<file path="config.mk">
export PLATFORM = sky130hd
export DESIGN_NAME = multicycle_control
export DESIGN_NICKNAME = d
export VERILOG_FILES = /design/src/rtl/mips_ctrl_pkg.sv /design/src/rtl/mc_output_decode.sv /design/src/rtl/multicycle_control.sv
export SDC_FILE = /design/constraint.sdc
export NUM_CORES = 1
export LEC_CHECK = 0
export CORE_UTILIZATION = 48
export DETAILED_ROUTE_END_ITERATION = 6
export GPL_ROUTABILITY_DRIVEN = 0
export PLACE_DENSITY = 0.8
export SYNTH_ARGS = -nofsm -noshare
export SYNTH_HDL_FRONTEND = slang
export SYNTH_HIERARCHICAL = 1
export SYNTH_SLANG_ARGS = --single-unit
</file>
<file path="constraint.sdc">
create_clock -name clk -period 2.8 [get_ports clk]
set_clock_uncertainty 0.1 [all_clocks]
set_input_delay 0.42 -clock clk [delete_from_list [all_inputs] [get_ports clk]]
set_output_delay 0.42 -clock clk [all_outputs]
set_load 0.05 [all_outputs]
</file>
<file path="src/rtl/mips_ctrl_pkg.sv">
`default_nettype none
// ============================================================================
//  Module      : mips_ctrl_pkg
//  Description : Shared state enum, opcode/funct constants and control-field
//                encodings for the multicycle MIPS controller.
//                Optional JAL/JR support follows MULTICYCLE_JAL_JR_EN.
//  Revision    : 1.0 - initial release
// ============================================================================
package mips_ctrl_pkg;

    typedef enum logic [3:0] {
        S_FETCH  = 4'd0,
        S_DECODE = 4'd1,
        S_MEMADR = 4'd2,
        S_MEMRD  = 4'd3,
        S_MEMWB  = 4'd4,
        S_MEMWR  = 4'd5,
        S_EXEC_R = 4'd6,
        S_RWB    = 4'd7,
        S_EXEC_I = 4'd8,
        S_IWB    = 4'd9,
        S_BRANCH = 4'd10,
        S_JUMP   = 4'd11,
        S_JAL    = 4'd12,
        S_JR     = 4'd13
    } state_t;

    // Opcodes and the one funct value the controller cares about
    localparam logic [5:0] c_OP_RTYPE = 6'h00;
    localparam logic [5:0] c_OP_J     = 6'h02;
    localparam logic [5:0] c_OP_JAL   = 6'h03;
    localparam logic [5:0] c_OP_BEQ   = 6'h04;
    localparam logic [5:0] c_OP_BNE   = 6'h05;
    localparam logic [5:0] c_OP_ADDI  = 6'h08;
    localparam logic [5:0] c_OP_ANDI  = 6'h0C;
    localparam logic [5:0] c_OP_ORI   = 6'h0D;
    localparam logic [5:0] c_OP_LUI   = 6'h0F;
    localparam logic [5:0] c_OP_LW    = 6'h23;
    localparam logic [5:0] c_OP_SW    = 6'h2B;
    localparam logic [5:0] c_FUNCT_JR = 6'h08;

    // ALUOp
    localparam logic [2:0] c_ALU_ADD   = 3'b000;
    localparam logic [2:0] c_ALU_SUB   = 3'b001;
    localparam logic [2:0] c_ALU_AND   = 3'b010;
    localparam logic [2:0] c_ALU_OR    = 3'b011;
    localparam logic [2:0] c_ALU_LUI   = 3'b100;
    localparam logic [2:0] c_ALU_RTYPE = 3'b111;

    // RegDst
    localparam logic [1:0] c_RD_RT  = 2'b00;
    localparam logic [1:0] c_RD_RD  = 2'b01;
    localparam logic [1:0] c_RD_R31 = 2'b10;

    // MemtoReg
    localparam logic [1:0] c_MTR_ALUOUT = 2'b00;
    localparam logic [1:0] c_MTR_MDR    = 2'b01;
    localparam logic [1:0] c_MTR_PC     = 2'b10;

    // ALUSrcB
    localparam logic [1:0] c_SRCB_REG   = 2'b00;
    localparam logic [1:0] c_SRCB_FOUR  = 2'b01;
    localparam logic [1:0] c_SRCB_IMM   = 2'b10;
    localparam logic [1:0] c_SRCB_IMMSH = 2'b11;

    // PCSource
    localparam logic [1:0] c_PCS_ALU    = 2'b00;
    localparam logic [1:0] c_PCS_ALUOUT = 2'b01;
    localparam logic [1:0] c_PCS_JUMP   = 2'b10;
    localparam logic [1:0] c_PCS_RS     = 2'b11;

`ifdef MULTICYCLE_JAL_JR_EN
    localparam bit c_JAL_JR_EN = 1'b1;
`else
    localparam bit c_JAL_JR_EN = 1'b0;
`endif

    // True when the decoded instruction has a datapath sequence; everything
    // else retires through the Illegal path straight back to FETCH.
    function automatic logic isLegal(input logic [5:0] op, input logic [5:0] funct);
        logic legal;
        case (op)
            c_OP_RTYPE: legal = c_JAL_JR_EN || (funct != c_FUNCT_JR);
            c_OP_LW, c_OP_SW,
            c_OP_ADDI, c_OP_ANDI, c_OP_ORI, c_OP_LUI,
            c_OP_BEQ, c_OP_BNE, c_OP_J: legal = 1'b1;
            c_OP_JAL:   legal = c_JAL_JR_EN;
            default:    legal = 1'b0;
        endcase
        return legal;
    endfunction

endpackage
`default_nettype wire

</file>
<file path="src/rtl/mc_output_decode.sv">
`default_nettype none
// ============================================================================
//  Module      : mc_output_decode
//  Description : Combinational control-signal decode from current state,
//                opcode, ALU zero flag and memory handshake.
//                JAL/JR decode present only with MULTICYCLE_JAL_JR_EN.
//  Revision    : 1.0 - initial release
// ============================================================================
module mc_output_decode
    import mips_ctrl_pkg::*;
(
    input  logic       [5:0] OP,
    input  logic       [5:0] Funct,
    input  logic             Zero,
    input  logic             MemReady,
    input  state_t           State,
    output logic             PCWrite,
    output logic             IorD,
    output logic             MemRead,
    output logic             MemWrite,
    output logic             IRWrite,
    output logic             RegWrite,
    output logic             ALUSrcA,
    output logic             Illegal,
    output logic       [1:0] RegDst,
    output logic       [1:0] MemtoReg,
    output logic       [1:0] ALUSrcB,
    output logic       [1:0] PCSource,
    output logic       [2:0] ALUOp
);

    // Per-state control decode; every output defaults to its idle value
    always_comb begin
        PCWrite  = 1'b0;
        IorD     = 1'b0;
        MemRead  = 1'b0;
        MemWrite = 1'b0;
        IRWrite  = 1'b0;
        RegWrite = 1'b0;
        ALUSrcA  = 1'b0;
        Illegal  = 1'b0;
        RegDst   = c_RD_RT;
        MemtoReg = c_MTR_ALUOUT;
        ALUSrcB  = c_SRCB_REG;
        PCSource = c_PCS_ALU;
        ALUOp    = c_ALU_ADD;
        case (State)
            S_FETCH: begin
                MemRead = 1'b1;
                ALUSrcB = c_SRCB_FOUR;
                // PC+4 and the IR are only captured once the read completes
                IRWrite = MemReady;
                PCWrite = MemReady;
            end
            S_DECODE: begin
                ALUSrcB = c_SRCB_IMMSH;
                Illegal = !isLegal(OP, Funct);
            end
            S_MEMADR: begin
                ALUSrcA = 1'b1;
                ALUSrcB = c_SRCB_IMM;
            end
            S_MEMRD: begin
                MemRead = 1'b1;
                IorD    = 1'b1;
            end
            S_MEMWB: begin
                RegWrite = 1'b1;
                MemtoReg = c_MTR_MDR;
            end
            S_MEMWR: begin
                MemWrite = 1'b1;
                IorD     = 1'b1;
            end
            S_EXEC_R: begin
                ALUSrcA = 1'b1;
                ALUOp   = c_ALU_RTYPE;
            end
            S_RWB: begin
                RegWrite = 1'b1;
                RegDst   = c_RD_RD;
            end
            S_EXEC_I: begin
                ALUSrcA = 1'b1;
                ALUSrcB = c_SRCB_IMM;
                case (OP)
                    c_OP_ANDI: ALUOp = c_ALU_AND;
                    c_OP_ORI:  ALUOp = c_ALU_OR;
                    c_OP_LUI:  ALUOp = c_ALU_LUI;
                    default:   ALUOp = c_ALU_ADD;
                endcase
            end
            S_IWB: begin
                RegWrite = 1'b1;
            end
            S_BRANCH: begin
                ALUSrcA  = 1'b1;
                ALUOp    = c_ALU_SUB;
                PCSource = c_PCS_ALUOUT;
                PCWrite  = ((OP == c_OP_BEQ) && Zero) || ((OP == c_OP_BNE) && !Zero);
            end
            S_JUMP: begin
                PCSource = c_PCS_JUMP;
                PCWrite  = 1'b1;
            end
`ifdef MULTICYCLE_JAL_JR_EN
            S_JAL: begin
                PCSource = c_PCS_JUMP;
                PCWrite  = 1'b1;
                RegWrite = 1'b1;
                RegDst   = c_RD_R31;
                MemtoReg = c_MTR_PC;
            end
            S_JR: begin
                PCSource = c_PCS_RS;
                PCWrite  = 1'b1;
            end
`endif
            default: ;
        endcase
    end

endmodule
`default_nettype wire

</file>
<file path="src/rtl/multicycle_control.sv">
`default_nettype none
// ============================================================================
//  Module      : multicycle_control
//  Description : Multicycle MIPS control unit: state register, next-state
//                logic and retired-instruction counter. Control outputs come
//                from mc_output_decode.
//                Define MULTICYCLE_JAL_JR_EN to enable the JAL and JR states.
//  Revision    : 1.0 - initial release
// ============================================================================
module multicycle_control
    import mips_ctrl_pkg::*;
#(
    parameter int COUNT_WIDTH = 32
) (
    input  logic                   clk,
    input  logic                   reset,
    input  logic             [5:0] OP,
    input  logic             [5:0] Funct,
    input  logic                   Zero,
    input  logic                   MemReady,
    output logic                   PCWrite,
    output logic                   IorD,
    output logic                   MemRead,
    output logic                   MemWrite,
    output logic                   IRWrite,
    output logic                   RegWrite,
    output logic                   ALUSrcA,
    output logic                   Illegal,
    output logic             [1:0] RegDst,
    output logic             [1:0] MemtoReg,
    output logic             [1:0] ALUSrcB,
    output logic             [1:0] PCSource,
    output logic             [2:0] ALUOp,
    output logic             [3:0] State,
    output logic [COUNT_WIDTH-1:0] InstrCount
);

    state_t                 r_state;
    state_t                 w_nextState;
    logic                   w_illegal;
    logic [COUNT_WIDTH-1:0] r_instrCount;

    // State register, cleared asynchronously
    always_ff @(posedge clk or posedge reset) begin
        if (reset) begin
            r_state <= S_FETCH;
        end else begin
            r_state <= w_nextState;
        end
    end

    // Next-state selection; wait states hold until MemReady
    always_comb begin
        w_nextState = r_state;
        case (r_state)
            S_FETCH: begin
                if (MemReady) w_nextState = S_DECODE;
            end
            S_DECODE: begin
                if (!isLegal(OP, Funct)) begin
                    w_nextState = S_FETCH;
                end else begin
                    case (OP)
`ifdef MULTICYCLE_JAL_JR_EN
                        c_OP_RTYPE: w_nextState = (Funct == c_FUNCT_JR) ? S_JR : S_EXEC_R;
                        c_OP_JAL:   w_nextState = S_JAL;
`else
                        c_OP_RTYPE: w_nextState = S_EXEC_R;
`endif
                        c_OP_LW, c_OP_SW: w_nextState = S_MEMADR;
                        c_OP_ADDI, c_OP_ANDI, c_OP_ORI, c_OP_LUI: w_nextState = S_EXEC_I;
                        c_OP_BEQ, c_OP_BNE: w_nextState = S_BRANCH;
                        c_OP_J:     w_nextState = S_JUMP;
                        default:    w_nextState = S_FETCH;
                    endcase
                end
            end
            S_MEMADR: w_nextState = (OP == c_OP_LW) ? S_MEMRD : S_MEMWR;
            S_MEMRD: begin
                if (MemReady) w_nextState = S_MEMWB;
            end
            S_MEMWR: begin
                if (MemReady) w_nextState = S_FETCH;
            end
            S_EXEC_R: w_nextState = S_RWB;
            S_EXEC_I: w_nextState = S_IWB;
            default:  w_nextState = S_FETCH;
        endcase
    end

    // Retire count: any return to FETCH except an illegal-opcode bounce
    always_ff @(posedge clk or posedge reset) begin
        if (reset) begin
            r_instrCount <= '0;
        end else if ((r_state != S_FETCH) && (w_nextState == S_FETCH) && !w_illegal) begin
            r_instrCount <= r_instrCount + COUNT_WIDTH'(1);
        end
    end

    mc_output_decode u_decode (
        .OP       (OP),
        .Funct    (Funct),
        .Zero     (Zero),
        .MemReady (MemReady),
        .State    (r_state),
        .PCWrite  (PCWrite),
        .IorD     (IorD),
        .MemRead  (MemRead),
        .MemWrite (MemWrite),
        .IRWrite  (IRWrite),
        .RegWrite (RegWrite),
        .ALUSrcA  (ALUSrcA),
        .Illegal  (w_illegal),
        .RegDst   (RegDst),
        .MemtoReg (MemtoReg),
        .ALUSrcB  (ALUSrcB),
        .PCSource (PCSource),
        .ALUOp    (ALUOp)
    );

    assign Illegal    = w_illegal;
    assign State      = r_state;
    assign InstrCount = r_instrCount;

endmodule
`default_nettype wire

</file>
* Yosys cells after proc, flatten, opt, wreduce, memory -nomap -nowiden
Cells that the tools add are included.
** Cells by class
- Add/subtract/negate cells :: 1
- Multiplexer cells :: 23
- Reduce and logical (&&, ||, !) cells :: 21
- Equal/unequal tests :: 21
** Operators with widths (number)
- $add A32 B1 Y32 const B :: 1
- $pmux W4 S7 :: 1
- $eq A6 B4 Y1 const B :: 4
- $pmux W4 S5 :: 1
- $pmux W3 S3 :: 2
- $eq A4 B3 Y1 const B :: 4
- $eq A4 B4 Y1 const B :: 4
- $mux W4 :: 4
- $eq A6 B3 Y1 const B :: 2
- $eq A6 B6 Y1 const B :: 2
- $mux W1 :: 10
- $reduce_or A2 Y1 :: 5
- $reduce_or A9 Y1 :: 1
- $eq A4 B2 Y1 const B :: 2
- $logic_not A4 Y1 :: 2
- $reduce_or A4 Y1 :: 2
- $eq A6 B2 Y1 const B :: 1
- $logic_not A6 Y1 :: 1
- $ne A6 B4 Y1 const B :: 1
- $pmux W2 S3 :: 1
- $eq A4 B1 Y1 const B :: 1
- $logic_and A1 B1 Y1 :: 4
- $pmux W2 S2 :: 1
- $reduce_bool A4 Y1 :: 1
- other kinds (6) :: 8
** Storage, ports and cells
- Input bits :: 16
- Register bits after elaboration :: 36

* Depth between registers and ports, before layout
- Depth in word-level cells :: 9
- Depth in mapped cells :: 10
- Gate-level depth less buffers :: 7

* Hierarchy
The synthesis kept the hierarchy.
** Modules (own cells, without submodules)
- multicycle_control :: seq. area each 900.9 µm², cells each 218, times used 1, area each 2105.8 µm²
- mc_output_decode :: seq. area each 0.0 µm², cells each 60, times used 1, area each 394.1 µm²

* Least setup slack after synthesis
Ideal clock, no wire load.
- Kind :: register -> output
- From :: reg r_state[3] (netlist: State[3])
- To :: out RegWrite
- Path slack :: -309 ps
- Required time :: 2280 ps
- Arrival time :: 2589 ps
- Buffers on the path :: 1
- Stages on the path, launching flop included :: 5
- Cells stage by stage :: dfrtp_1 buf_4 nand2b_1 nor3_1 a21o_1
** On the way
- Longest elaborated chain between the ends :: 3
- Elaborated cells on any way between the ends :: 5
- Those cells by class :: eq/ne (3); mux (1); reduce/logical (1)
** RTL lines
- start: declaration :: line multicycle_control.sv:38 : state_t r_state;
- start signal: assignment :: line multicycle_control.sv:48 : r_state <= w_nextState;
- $eq A4 B4 Y1 / $eq A4 B3 Y1 (equally long branches) :: line mc_output_decode.sv:47 : case (State)
- $reduce_or A3 Y1 (no source line) *
- $mux W1 * :: line mc_output_decode.sv:47
- end: declaration :: line multicycle_control.sv:26 : output logic RegWrite,
Every way passes the cells marked *; elsewhere a longest branch is shown, timed or not.

* Worst setup path in the final report
- From :: reg r_state[1] (netlist: State[1])
- To :: out ALUSrcB[0]
** On the way
- Longest elaborated chain between the ends :: 3
- Elaborated cells on any way between the ends :: 6
- Those cells by class :: eq/ne (3); mux (1); reduce/logical (2)
** RTL lines
- $eq A4 B2 Y1 / $eq A4 B4 Y1 (equally long branches) :: line mc_output_decode.sv:47
- $reduce_or A2 Y1 (no source line)
- $pmux W2 S3 * :: line mc_output_decode.sv:47
- end: declaration :: line multicycle_control.sv:31 : output logic [1:0] ALUSrcB,
Marked as above.

==> impl_metrics.yaml <==
pwr:
  pwr-share-seq_pct: 31.3
  power-per-cell-area_nw_per_um2: 707
  p_comb_share_pct: 49.8
  ir_worst_vdd_v: 0.000730
  intPower_mw: 1.33
  switching_share_pct: 46.1
  p_clk_share_pct: 18.8
  leakage_nw: 1.45
  power.net_switching_mw: 1.13
worst_setup_path:
  r2r_start: "State[0]"
  required_ns: 2.28
  arrival_ns: 2.16
  critPathMaxFanout: 14
  endpoint_kind: "output port"
  critical_path_class: "reg2out"
  worst_setup_path_start_kind: "flip-flop"
  startpoint: "State[1]"
routing:
  drtPass1Iterations: 4
  drc_errors: 0
  via_count: 2434
  ant_nets: 0
  wl_per_cell_um: 14.9
  viasPerCell: 5.71
  drtIter0Drc: 179
  drt-total-wl_mm: 6.34
floorplanning:
  start_util_pct: 51.2
  dieHeight_um: 74.2
  core_um2: 4880
  rows: 25
  dieWidth_um: 74.2
  io_pins: 71
  die_area_um2: 5500
logic_synthesis:
  synth_top_area_cell: "dfrtp_1"
  synth_most_common_cell: "dfrtp_1"
  yosysSeqAreaShare_pct: 36.0
  synthArstFlopShare_pct: 100
  synth_ff_type: "dfrtp_1"
  synth_enable_flop_cells: 0
  syn_area_um2: 2500
  synth_seq_cells: 36
  synthTopCellsByCount: "36 x dfrtp_1, 32 x xor2_1, 21 x nor3_1"
  ys_warn_count: 6
  syn_area_per_cell_um2: 8.99
  synth_top_area_share_pct: 36.0
  synthTopCellsByArea: "dfrtp_1 36%, xor2_1 11%, nor3_1 4.2%, nor4_1 3.8%, nand4_1 3.3%"
  synth.distinct_cells: 61
  syn_inst: 278
hold_path:
  hp-start: "InstrCount[23]"
  hold_path_class: "reg2reg"
finish:
  drive_gt1_share_pct: 17.3
  fin_nets: 375
  antenna_cells: 0
  regArea_um2: 901
  multi_input_area_um2: 1450
  syn2layout_area_growth_pct: 39.1
  post-route-util_pct: 71.3
  n_fill_cell: 411
clock_tree:
  cts_max_path_buffers: 2
  postCtsResizedCells: 0
  cts_setup_buffers: 0
  clk_latency_ns: 0.30
  cts_tree: "done"
  cts.sinks: 36
  htreeDepth: 2
  cts-root-buf: "clkbuf_8"
  hold_buffers: 0
  clkTransAtPathRegs_ns: 0.08
  tritoncts.num_buffers: 5
sta:
  post-route-min-period_ns: 2.68
  setup_slack_ns: 0.122
  relSlewSlack_pct: 65.8
  post-route-period-util_pct: 95.6
  rsz0062_at_grt: "no"
  setup_viol: 0
  hold_viol: 0
  setup_tns_ns: 0
  timing.fmax_mhz: 373
  drv_slew: 0
  worst_pin_slew_ns: 0.512
grt:
  use_met1_pct: 33.3
  grt_pass1_wl_mm: 10.6
  top_usage_layer: "met2"
  met3_usage_pct: 3.79
  use_met2_pct: 41.6
  grt_remaining_overflow: 0
  antenna_found_initial: 0
  first_global_vias: 2279
  grt_max_degree: 37
  grt.total_usage_pct: 24.9
status:
  outcome: "finished, final reports clean"
place:
  port_buffers: 68
  dp_hpwl_mm: 4.58
  dp_slack_ns: -0.112
job:
  cap_violations: 0
-- logic make-up after synthesis --
logic type      synth area share (%)
simple gates                    34.1
flops                           36.0
compound gates                  9.56
xor+xnor                        11.9
buf+inv                         6.31
mux                             1.45
fa+ha+maj                      0.500
other cells                    0.150
-- cell usage in the layout, fill, tap and decap left out, types with 4 or more instances in the layout --
cell,Yosys,routed
buf_4,7,29
xor2_1,32,32
nand3_1,13,13
clkbuf_8,0,5
nor4_1,15,15
dfrtp_1,36,36
and4_1,5,5
clkdlybuf4s50_1,0,57
inv_1,5,5
nor3_1,21,20
or2_2,5,5
and3_1,6,6
nand4_1,13,13
o21ai_0,10,10
nand2_1,15,15
nor2b_1,4,4
buf_12,0,6
nor2_1,17,17
a21oi_1,4,4
-- metal layers --
metal  part of all wire, %  vias up  wire length [um]
met4                   1.1        0                69
met2                    49       79              3100
li1                      -     1167                 -
met1                    45     1181              2850
met3                   5.1        7               324
met5                     0        -                 0
-- final cells by class --
type,count,area share (%)
clock buffer,5,1.98
clock inverter,3,1.22
sequential,36,25.9
inverter,6,0.648
timing repair buffer,92,26.1
multi-input combinational,217,41.7
tap,67,2.41
-- worst max-delay path, stage by stage, from the launching register on --
cell	delay (ns)
dfrtp_1	0.56
buf_4	0.28
nor3_1	0.20
clkdlybuf4s50_1	0.83
-- sequential cells by signal, indices dropped and copies added, names as in the netlist --
register,cells
State,4
InstrCount,32
-- stage by stage --
step,cells,hold slack [ns],area [um2],total power [mW]
2_1_floorplan,279,0.459,2510,1.57
3_3_place_gp,418,0.360,3370,1.98
5_1_grt,426,0.414,3480,2.57
3_5_place_dp,418,0.369,3370,2.00
4_1_cts,426,0.400,3480,2.47
6_report,426,0.399,3480,2.46
-- worst paths after layout --
path                                       end  slack, ns  cells past startpoint
worst max-delay path                ALUSrcB[0]       0.12                      3
worst min-delay path            InstrCount[23]       0.40                      1
worst max register to register  InstrCount[11]       0.46                      8
worst min register to register  InstrCount[23]       0.40                      1
max in group asynchronous       InstrCount[24]       1.84                      3
min in group asynchronous       InstrCount[17]       0.43                      3
-- power by group through the flow --
stage          Clock [mW]  Sequential (mW)  Combinational (mW)
6_report            0.463            0.770                1.23
5_1_grt             0.489            0.788                1.29
4_1_cts             0.469            0.768                1.23
3_5_place_dp            0            0.771                1.23
3_3_place_gp            0            0.772                1.21
2_1_floorplan           0             1.08               0.484
No activity file was read; power rests on OpenSTA's default activity.
==> RTL edit 1: new RTL, config.mk and constraints unchanged <==
The option `MULTICYCLE_JAL_JR_EN` is turned on by a define.
--- a/src/rtl/mips_ctrl_pkg.sv
+++ b/src/rtl/mips_ctrl_pkg.sv
@@ -7,4 +7,6 @@
 //  Revision    : 1.0 - initial release
 // ============================================================================
+`define MULTICYCLE_JAL_JR_EN
+
 package mips_ctrl_pkg;
 
Behaviour: not the same (a bounded check fails within 4 cycles, from zero or initial values and one cycle with reset high).
==> RTL edit 1 against the original RTL <==
Synthesized area down 4.2%. Critical path depth increased by 6. Total power is 34% lower. Setup slack worse by 0.083 ns. Highest routed layer unchanged. Design area rose by 6.3%. Largest power group unchanged. Count of clock-buffer cells in the layout increased by 1. Sequential cell count is the same. Routed wire length grew 4.2%.
==> RTL edit 1: results (changes against the original RTL) <==
The number of buffers added on ports was 70 (+2.9%); the maximum fanout encountered on the critical timing path was 10 (-4). The tools report the clock tree root buffer cell as sky130_fd_sc_hd__clkbuf_8. The total power of the final layout was 1.61 mW (-34%).

The setup slack at placement was -0.583 ns (-0.471 ns). The maximum number of buffers from clock root to sink came out at 2 (unchanged). The via-per-instance ratio is 5.58 (-2.3%), and the proportion of synthesized chip area in sequential cells is 37.6% (+1.6 points). The clock network latency to the later pin of the worst-skew pair came out at 0.29 ns. The tools report the routed wire length as 6610 um (+4.2%). Fraction of power consumed by combinational cells: 38.6% (-11 points).

The number of nets handed over by synthesis was 268. The tightest min-delay check is of the flip-flop to flip-flop type. The post-synthesis area per instance was 9.55 um^2 (+6.2%); the fraction of final layout cells sized beyond drive strength 1 was 25.6% (+8.3 points). The tools report the largest net degree at the start of global routing as 37 (unchanged). The clock-net power was 0.377 mW (-19%); the number of buffers inserted during clock tree synthesis was 5 (unchanged). For the detailed placement HPWL, the log shows 4560 um (-0.53%).

The tools report the number of antenna violations at the first check in global routing as 0 (unchanged). The run gives 320 (-22%) as the fill cell total of the finished layout. Clock-pin slew was measured on the worst setup and hold paths at 0.07 ns.

Arithmetic-cell share of the synthesized area counting full adders, half adders and majority gates: 0.522% (+0.022 points). After synthesis, the cell types taking the most area are sky130_fd_sc_hd__dfrtp_1 (38%), sky130_fd_sc_hd__xnor2_1 (6.6%), sky130_fd_sc_hd__xor2_1 (5.8%). The wire length of the first global-routing pass came out at 10,700 um (+0.91%). For the total number of nets in the final design, the log shows 368 (-1.9%). The number of distinct library cell variants in the gate-level netlist after synthesis was 62 (+1.6%). The tools report the count of synthesis-stage warnings from yosys as 6 (unchanged).

The flow ran to the end, and the final reports show no timing, DRC or antenna violations. The logs give 6 (+2) for the total iterations of the first detailed-routing run and 0.418 mV (-43%) for the worst voltage drop across the vdd grid. Number of antenna diodes: 0 (unchanged). Sorting the synthesized cells by how often they occur yields sky130_fd_sc_hd__dfrtp_1 (36), sky130_fd_sc_hd__nand2_1 (22), sky130_fd_sc_hd__nor2_1 (21). The logs give 2,254 (-1.1%) for the via count of the first global-routing pass and 0 (unchanged) for the total congestion overflow after global routing. The worst path arrival time is 2.83 ns (+0.67 ns). The number of cells in the design after placement was 408 (-2.4%). The post-synthesis mux area share is 0.470% (-0.98 points). The slew at the pin closest to its max-slew limit is 0.538 ns (+0.0264 ns), and the switching part of the total power is 37.9% (-8.2 points). For the non-filler instance count after layout, the log shows 419 (-1.6%). The tools report the total cell area at the placement stage as 3440 um^2 (+2.3%). The total global-route track usage is 26.0% (+1.1 points). The xor and xnor area share after synthesis is 12.4% (+0.52 points).

The post-synthesis compound-gate area fraction was 10.6% (+1.0 points); the cell leakage power was 1.69 nW (+16%). For the number of DRC violations after detailed-routing iteration 0, the log shows 153 (-15%).
## RTL edit 1: critical path, stage by stage (launching register included)
cell and delay (ns):
sky130_fd_sc_hd__dfrtp_4 0.53, sky130_fd_sc_hd__or4b_4 0.59, sky130_fd_sc_hd__or3_1 0.36, sky130_fd_sc_hd__o211ai_1 0.25
sky130_fd_sc_hd__or4_4 0.17, sky130_fd_sc_hd__or3_4 0.16, sky130_fd_sc_hd__buf_12 0.16, sky130_fd_sc_hd__buf_8 0.13
sky130_fd_sc_hd__nor2_4 0.03, sky130_fd_sc_hd__xor2_1 0.14
## RTL edit 1: worst paths after layout
kind                                 from        endpoint  slack, ns  depth (start not counted)
setup / recovery                 State[1]  InstrCount[27]       0.04                          9
hold / removal             InstrCount[31]  InstrCount[31]       0.38                          1
setup reg to reg                 State[1]  InstrCount[27]       0.04                          9
hold reg to reg            InstrCount[31]  InstrCount[31]       0.38                          1
max in group asynchronous           reset        State[1]       1.81                          3
min in group asynchronous           reset   InstrCount[2]       0.42                          3
## RTL edit 1: cell type report
cell class	instances	area, um^2	share of cell area (%)
Multi-Input combinational cell	196	1550	41.8
Timing Repair Buffer	104	1030	28.0
Sequential cell	36	911	24.6
Tap cell	67	83.8	2.27
Clock buffer	6	82.6	2.23
Inverter	8	30.0	0.812
Clock inverter	2	10.0	0.271
## RTL edit 1: what timing repair did
item | CTS | global route
resized for setup | 33 | 9
gates cloned | 1 | 0
hold buffers | 0 | 0
pin swaps | 21 | 4
setup endpoints to repair | 29 | 15
setup buffers | 0 | 2
## RTL edit 1: per-layer routing
layer	share of wire [%]	wire length, um	vias to the layer above	global-route usage (%)
met5	0	0	-	0
li1	-	-	1123	-
met4	1.6	109	0	7.84
met1	45	2950	1141	35.1
met3	3.5	231	13	3.87
met2	50	3320	61	43.2
==> RTL edit 2: new RTL, same flow settings <==
Made on the original files. Reset style: synchronous (`reset`), changed in 2 clocked blocks. Comments in the files are not updated.
--- a/src/rtl/multicycle_control.sv
+++ b/src/rtl/multicycle_control.sv
@@ -42,5 +42,5 @@
 
     // State register, cleared asynchronously
-    always_ff @(posedge clk or posedge reset) begin
+    always_ff @(posedge clk) begin
         if (reset) begin
             r_state <= S_FETCH;
@@ -90,5 +90,5 @@
 
     // Retire count: any return to FETCH except an illegal-opcode bounce
-    always_ff @(posedge clk or posedge reset) begin
+    always_ff @(posedge clk) begin
         if (reset) begin
             r_instrCount <= '0;
Behaviour: differs if reset is asserted again (counterexample within 4 cycles, from zero or initial values and one cycle with reset high); with reset held inactive, the same outputs for 10 cycles.
==> RTL edit 2 against the original RTL <==
Worst hold slack worse by 0.018 ns. Synthesized area is 0.30% lower. Global-route usage is 0.78 points higher. Routed wire length is 7.6% higher. Critical endpoint is now InstrCount[23]. Design area is 4.0% higher. Largest cell class unchanged. Sequential cell count stayed put. Via count is 14% higher. Setup slack better by 0.0040 ns. Die area is 0.28% lower. Highest routed layer unchanged. Count of clock-buffer cells in the layout is 1 higher. Critical path type is now input pin to flip-flop.
Power is not compared: it rests on default switching activity, and its combinational part moved more than twofold at a synthesized area within 25%.
==> RTL edit 2: results (changes against the original RTL) <==
The run finished with clean final reports. The total global-route track usage is 25.6% (+0.78 points). The met1 global-route usage was 34.2% (+0.89 points). The run gives 5 (+1) as the total iterations of the first detailed-routing run. The startpoint identified for the worst register-to-register timing path is State[1]. The logs give 4.20% (+0.41 points) for the met3 routing resource usage after global routing and 3060 um (+7.6%) for the routed metal-1 wirelength.

Among all stages on the critical path, the largest delay is contributed by sky130_fd_sc_hd__or4_1. The tools report the number of sequential cells as 36 (unchanged). Count of buffers added by post-CTS timing repair for setup: 0 (unchanged). The non-clock buffer total of the final layout is 98 (+6.5%). The delay contributed by the slowest stage of the critical path was 0.47 ns (-0.36 ns); the number of cells traversed by the worst hold path was 2 (+1). The path with the worst hold slack has its endpoint at InstrCount[31].

Maximum fanout encountered on the critical timing path: 45 (+31). The fill cell total of the finished layout came out at 363 (-12%). The tools report the total cell area at the placement stage as 3470 um^2 (+3.2%). The via-per-instance ratio was 5.97 (+4.6%); the number of multi-input combinational cells was 248 (+14%). The multi-input logic portion of the cell area was 46.2% (+4.5 points); the via count of the first global-routing pass was 2,355 (+3.3%).

The run gives 200 (+12%) as the number of DRC violations after detailed-routing iteration 0. The met2 layer usage reported by global route is 42.5% (+0.91 points), and the largest net degree at the start of global routing is 46 (+24%). The async set or reset register ratio after synthesis is 0% (-100 points). The proportion of synthesized chip area in sequential cells came out at 28.9% (-7.1 points).

The run gives 4820 um (+5.1%) as the detailed placement HPWL. The critical path ends at InstrCount[23]. The cell count after synthesis is 315 (+13%).

Wire length on met3: 330 um (+1.9%). Number of flip-flops under the largest register name: 32 (unchanged). The die outline area was 5480 um^2 (-0.28%).

Wire length of the first global-routing pass: 11,100 um (+4.3%). By count the netlist is led by sky130_fd_sc_hd__dfxtp_1 (36), sky130_fd_sc_hd__a21oi_1 (30), sky130_fd_sc_hd__o31ai_1 (24), sky130_fd_sc_hd__or4_1 (24), sky130_fd_sc_hd__nor2_1 (19). The run gives 63 (+3.3%) as the number of distinct library cell variants in the gate-level netlist after synthesis.

The worst path arrival time was 2.78 ns (+0.62 ns); the total number of nets in the final design was 413 (+10%). The total area of multi-input combinational cells is 1670 um^2 (+15%). The post-route minimum period was 2.67 ns (-0.00401 ns). Ranked by total cell area, the synthesized netlist is headed by sky130_fd_sc_hd__dfxtp_1 (29%), sky130_fd_sc_hd__o31ai_1 (7.2%), sky130_fd_sc_hd__or4_1 (7.2%). The sequential fraction of total cell area came out at 20.1% (-5.8 points). The launch point of the worst hold path is InstrCount[31]. The data-path buffer share of cell area in the final layout is 28.0% (+1.9 points).

The mean routed wirelength per cell came out at 14.7 um (-1.2%). The number of cells in the design after placement was 456 (+9.1%). The worst reg-to-reg setup slack is 0.34 ns (-0.12 ns). The minimum hold slack was 0.381 ns (-0.0181 ns); the fraction of final layout cells sized beyond drive strength 1 was 16.6% (-0.65 points). The run gives 6820 um (+7.6%) as the routed wire length.

The run gives -0.243 ns (-0.131 ns) as the setup slack at placement.
[RTL edit 2: changes by cell type in the layout (fill, tap and decap cells not counted), sizes merged, moves of 4 or more]
cell	delta
a21oi	+24
and3	+5
dfrtp	-36
dfxtp	+36
dlymetal6s2s	+4
nor2b	+8
nor3	-11
nor4	-13
o31ai	+22
or4	+23
xor2	-30
[RTL edit 2: cell families (layout without fill, tap and decap cells)]
| group | count (synthesis) | after routing | synth area share (%) |
|---|---|---|---|
| other | 1 | 2 | 0.150 |
| buffers and inverters | 32 | 113 | 6.63 |
| and+or+nand+nor | 153 | 153 | 38.3 |
| adders and majority gates | 1 | 1 | 0.502 |
| AOI/OAI and AO/OA | 82 | 82 | 21.5 |
| xor gates and xnor gates | 3 | 3 | 1.05 |
| DFF | 36 | 36 | 28.9 |
| muxes | 7 | 7 | 3.01 |
[RTL edit 2: worst max-delay path, delay by kind of cell]
family | cells | cell delay, ns
AOI/OAI and AO/OA | 2 | 0.34
buffers and inverters | 2 | 0.66
and+or+nand+nor | 5 | 1.34
